--- src/rtl/sync_buf_pkg.sv ---
// Shared widths, slot record and helpers for the sync_buf join stage.
package sync_buf_pkg;

  // Default data width of a single branch slot record.
  localparam int unsigned SLOT_W = 16;

  // One branch slot: occupancy flag plus held data.
  typedef struct packed {
    logic              full;
    logic [SLOT_W-1:0] data;
  } slot_t;

  // Width of the joined output word.
  function automatic int unsigned out_width(input int unsigned size, input int unsigned din_w);
    return size * din_w;
  endfunction

endpackage

--- src/rtl/sync_buf_slot.sv ---
// Single-branch one-entry holding register for the sync_buf join stage.
// SYNC_BUF_READY_CUT_EN: ready depends only on local occupancy (no release bypass).
module sync_buf_slot #(
  parameter int unsigned DIN_W = 16
) (
  input  logic             clk,
  input  logic             rst,
  input  logic             din_valid,
  output logic             din_ready,
  input  logic [DIN_W-1:0] din_data,
  input  logic             rel,
  output logic             full,
  output logic [DIN_W-1:0] data
);

  logic acc;

  // Ready: empty slot, or a slot being drained by the joined output this cycle.
  always_comb begin
`ifdef SYNC_BUF_READY_CUT_EN
    din_ready = !full;
`else
    din_ready = !full | rel;
`endif
    acc = din_valid & din_ready;
  end

  // Occupancy: accept wins over release so back-to-back reloads keep the slot full.
  always_ff @(posedge clk) begin
    if (rst) begin
      full <= 1'b0;
    end else if (acc) begin
      full <= 1'b1;
    end else if (rel) begin
      full <= 1'b0;
    end
  end

  // Payload capture: only sampled on an accepted transfer.
  always_ff @(posedge clk) begin
    if (acc) begin
      data <= din_data;
    end
  end

endmodule

--- src/rtl/sync_buf.sv ---
// sync_buf: joins SIZE independent valid/ready branches into one concatenated transfer.
// Optional macro SYNC_BUF_READY_CUT_EN removes the dout_ready -> din_ready path
// (half throughput, same latency).
module sync_buf
  import sync_buf_pkg::*;
#(
  parameter int unsigned SIZE  = 2,
  parameter int unsigned DIN_W = 16
) (
  input  logic                                 clk,
  input  logic                                 rst,
  input  logic [SIZE-1:0]                      din_valid,
  output logic [SIZE-1:0]                      din_ready,
  input  logic [out_width(SIZE, DIN_W)-1:0]    din_data,
  output logic                                 dout_valid,
  input  logic                                 dout_ready,
  output logic [out_width(SIZE, DIN_W)-1:0]    dout_data
);

  localparam int unsigned OUT_W = out_width(SIZE, DIN_W);

  logic [SIZE-1:0]  full;
  logic [OUT_W-1:0] slot_data;
  logic             fire_out;

  // Join: output is valid only once every branch slot holds data.
  always_comb begin
    dout_valid = &full;
    dout_data  = slot_data;
    fire_out   = dout_valid & dout_ready;
  end

  // One holding slot per branch; branch i maps to bits [i*DIN_W +: DIN_W].
  for (genvar i = 0; i < SIZE; i++) begin : g_slot
    sync_buf_slot #(
      .DIN_W (DIN_W)
    ) u_slot (
      .clk       (clk),
      .rst       (rst),
      .din_valid (din_valid[i]),
      .din_ready (din_ready[i]),
      .din_data  (din_data[i*DIN_W +: DIN_W]),
      .rel       (fire_out),
      .full      (full[i]),
      .data      (slot_data[i*DIN_W +: DIN_W])
    );
  end

endmodule
--- config.mk ---
export PLATFORM = sky130hd
export DESIGN_NAME = sync_buf
export DESIGN_NICKNAME = d
export VERILOG_FILES = /design/src/rtl/sync_buf_pkg.sv /design/src/rtl/sync_buf_slot.sv /design/src/rtl/sync_buf.sv
export SDC_FILE = /design/constraint.sdc
export NUM_CORES = 1
export LEC_CHECK = 0
export CORE_MARGIN = 5
export CORE_UTILIZATION = 37
export DETAILED_ROUTE_END_ITERATION = 10
export GPL_ROUTABILITY_DRIVEN = 1
export PLACE_DENSITY = 0.8
export REMOVE_ABC_BUFFERS = 1
export SYNTH_ARGS = -nofsm -noshare
export SYNTH_HDL_FRONTEND = slang
export SYNTH_SLANG_ARGS = --single-unit
--- constraint.sdc ---
create_clock -name clk -period 3.8 [get_ports clk]
set_clock_uncertainty 0.05 [all_clocks]
set_input_delay 0.76 -clock clk [delete_from_list [all_inputs] [get_ports clk]]
set_output_delay 0.76 -clock clk [all_outputs]
set_load 0.1 [all_outputs]
---- Word-level counts from Yosys, hierarchy flattened ----
Cells that the tools add are included.
operators by class
  order comparisons ....................... 0
  multiply operators ...................... 0
  add/subtract/negate cells ............... 0
  reductions and logical operators ........ 5
  muxes and demuxes ....................... 3
  div/mod/pow operators ................... 0
  shift-type cells ........................ 0
  eq/ne operators ......................... 0
  bitwise operators ....................... 5
operators by type and width
  operator            number
  $reduce_bool A2 Y1  2
  $and A1 B1 Y1       3
  $mux W1             3
  $logic_not A1 Y1    2
  $or A1 B1 Y1        2
  $reduce_and A2 Y1   1
storage, ports and cells
  bits of input ports ..................... 37
  word-level logic and storage cells ...... 17
  memories ................................ 0
  latch bits .............................. 0
  bits in read-only memories .............. 0
  flip-flop bits (word level) ............. 34
  bits in writable memories ............... 0
  output and inout port bits .............. 35

---- Longest topological paths before layout ----
  word-level depth ........................ 5
  gate-level depth with buffers ........... 2
  mapped depth without buffers ............ 2

---- Modules after synthesis ----
A second synthesis with hierarchy kept.
second synthesis, totals
  cell total of the unflattened synthesis .. 44
  area total of the unflattened synthesis .. 1083.5 um^2
modules (own cells, without submodules)
  module         area an instance (um^2)  seq. area each (um^2)  times used  cells an instance
  sync_buf_slot  535.5                    500.5                  2           21
  sync_buf       12.5                     0.0                    1           2

---- Least setup slack after synthesis ----
Ideal clock, no wire load.
  kind .................................... input-to-output
  start ................................... in dout_ready
  end ..................................... out din_ready[0]
  cell stages on the path ................. 2
  required time ........................... 2.990 ns
  arrival time ............................ 1.189 ns
  setup slack ............................. 1.801 ns
  cells stage by stage .................... a21bo_2 buf_4
between the ends
  word-level cells in the longest chain between the ends .. 2
ends and longest elaborated chain
  item                RTL line             source
  start: declaration  sync_buf.sv:16       input logic dout_ready,
  $and A1 B1 Y1       sync_buf.sv:30       fire_out = dout_valid & dout_ready;
  $or A1 B1 Y1        sync_buf_slot.sv:23  din_ready = !full | rel;
  end: declaration    sync_buf.sv:13       output logic [SIZE-1:0] din_ready,
No other way between the ends.

---- Worst setup path after layout ----
  start ................................... reg g_slot[1].u_slot.full
  end ..................................... out dout_valid
between the ends
  word-level cells in the longest chain between the ends .. 1
ends and longest elaborated chain
  item                      RTL line             source
  start: declaration        sync_buf_slot.sv:12  output logic full,
  start signal: assignment  sync_buf_slot.sv:31  full <= 1'b0;
  start signal: assignment  sync_buf_slot.sv:33  full <= 1'b1;
  start signal: assignment  sync_buf_slot.sv:35  full <= 1'b0;
  $reduce_and A2 Y1         sync_buf.sv:28       dout_valid = &full;
  end: declaration          sync_buf.sv:15       output logic dout_valid,
No other way between the ends.

==> metrics.csv <==
metric,value,unit
status,"finished, final reports clean",
crit-path leading delay family,buffers and inverters,
DP Worst Slack,1.303,ns
post-DP HPWL,1852,um
detail-routed via count per cell,4.320,
Crit Path Max Fanout,3,
largest net degree at the start of global routing,17,
Setup crit start,g_slot[1].u_slot.full,
Mapped Area,1074,um2
WP data arrival,1.94,ns
Inserted Diodes,0,
dominant cells by area after synthesis,"edfxtp_1 (90%), dfxtp_1 (3.7%), a21bo_2 (1.9%)",
final wirelength,2360,um
Antenna Nets Post-Route,0,
die height,63.87,um
final period utilization,0.7233,
largest area contributor in the netlist,edfxtp_1,
Slowest cell on crit path,clkdlybuf4s50_1,
Die W,63.87,um
Area growth syn-to-layout,72.49,%
Pre-antenna DRT Iters,2,
maximum vdd ir drop,0.0003317,V
core area,2758,um2
grt total ovfl,0,
drt first-iter violations,8,
vias in the first global route,738,
Util after Layout,0.6715,
Leak,0.0006597,uW
post-synthesis cell type count,8,
cells along the critical path,"and2_2, clkdlybuf4s50_1",
Hold Path Class,flop to flop,
Clock Tree Root,clkbuf_4,
Ports,72,
Worst-Skew Late Latency,0.32,ns
PostCTS Resize Cnt,0,
H-tree Lvls,2,
Yosys reg bits,34,
layout cell share with drive strength beyond 1,0.08197,
mean post-synth cell area,23.86,um2
"Seq/Total Area, Yosys",0.9324,
initial core utilization,0.3893,
global-route wire length before repair,3636,um
CP required,2.99,ns
crit path kind,flop to output port,
RSZ-0062 raised after global routing,no,
# port buffers,71,
"CTS clk-pin slew, worst paths",0.09,ns
CP endpoint kind,output port,
fin crit period,2.749,ns
GRT Util Overall,0.1221,
row count,19,
R2R setup slack,2.26,ns
Startpoint Class,flop,
CTS Buffer Depth,2,
# Max-Cap Violations,0,
worst r2r src,g_slot[0].u_slot.full,
WP buf/inv,1,
cell count after synthesis,45,
Synth top area share,0.8951,
Slew @ Worst Pin,0.9906,ns
Finish-stage setup viols,0,
max frequency,363.8,MHz
final setup TNS,0,ns
post-route DRC violation count,0,
pwr/cell area,472.0,nW/um2
setup bufs post-CTS,0,
Yosys warnings,0,
Final Hold Viols,0,
Routed WL per cell,15.42,um
Rel. slew slack,0.3376,
Pwr Total,874.1,uW
Placer Congestion,0.6655,
max-slew violations,0,
CTS buffer count,5,
CTS tree,yes,
# nets final,158,
clock sink total,34,
Hold Crit Start,g_slot[1].u_slot.full,
Setup WS post-layout,1.051,ns
initial antenna violation count,0,
via count,661,
Hold Buf Count CTS,0,
crit-path max cell delay,1.13,ns
area of the die,4079,um2
## cell usage in the layout (no fill, tap or decap)
master,synthesis,routed
clkdlybuf4s50_1,0,69
edfxtp_1,32,32
clkbuf_4,0,5
clkbuf_1,0,3
a21bo_2,2,2
and2_1,2,2
inv_1,2,2
a21oi_1,2,2
dfxtp_1,2,2
buf_4,2,2
and2_2,1,1
## worst reg2reg max path: cells and delay by family (launching register included)
kind            cells  cell delay, ns
compound gates      1            0.20
flops               1            0.32
simple gates        1            0.60
## power by group
part / leakage (uW) / internal, uW / total (uW) / switching [uW]
sequential: 0.000323 / 436 / 442 / 5.60
clock: 0.0000265 / 73.7 / 179 / 105
combinational: 0.000310 / 68.9 / 254 / 185
## synthesized netlist by cell type (all sizes together)
cell     n
inv      2
dfxtp    2
and2     3
a21oi    2
edfxtp  32
a21bo    2
buf      2
## path summary, 6_finish.rpt
check                                                end  cells past startpoint
worst max-delay path                          dout_valid                      2
worst min-delay path               g_slot[0].u_slot.full                      2
worst max register to register  g_slot[0].u_slot.data[1]                      2
worst min register to register     g_slot[0].u_slot.full                      2
## sequential cells by signal, indices dropped and copies added, names as in the netlist
register / count
g_slot.u_slot.data: 32
g_slot.u_slot.full: 2
## routing by layer
layer | wire [um] | share of wire | GRT usage | up-vias
met5 | 0 | 0 | 0 | -
met4 | 38 | 0.016 | 0.07013 | 0
met3 | 246 | 0.10 | 0.05954 | 4
met2 | 1297 | 0.55 | 0.2148 | 38
met1 | 778 | 0.33 | 0.1126 | 299
li1 | - | - | - | 320
## through the flow
| stage | hold slack [ns] | area (um2) | instances |
|---|---|---|---|
| 2_1_floorplan | 0.7791 | 1059 | 43 |
| 3_3_place_gp | 0.5093 | 1803 | 145 |
| 3_5_place_dp | 0.5292 | 1803 | 145 |
| 4_1_cts | 0.5406 | 1852 | 153 |
| 5_1_grt | 0.5912 | 1852 | 153 |
| 6_report | 0.5389 | 1852 | 153 |
## area by class of cell
| cell class | instances | area (um2) |
|---|---|---|
| Timing Repair Buffer | 71 | 705.7 |
| Fill cell | 195 | 905.9 |
| Sequential cell | 34 | 1001 |
| Tap cell | 31 | 38.79 |
| Inverter | 2 | 7.507 |
| Multi-Input combinational cell | 7 | 50.05 |
| Clock buffer | 8 | 48.80 |
## kinds of logic after synthesis
logic type             Yosys count  share of synthesized area
DFF                             34                     0.9324
AOI/OAI and AO/OA                4                    0.02797
buffers and inverters            4                    0.02098
and+or+nand+nor                  3                    0.01865
Note: power is estimated with default switching activity, not from simulation.
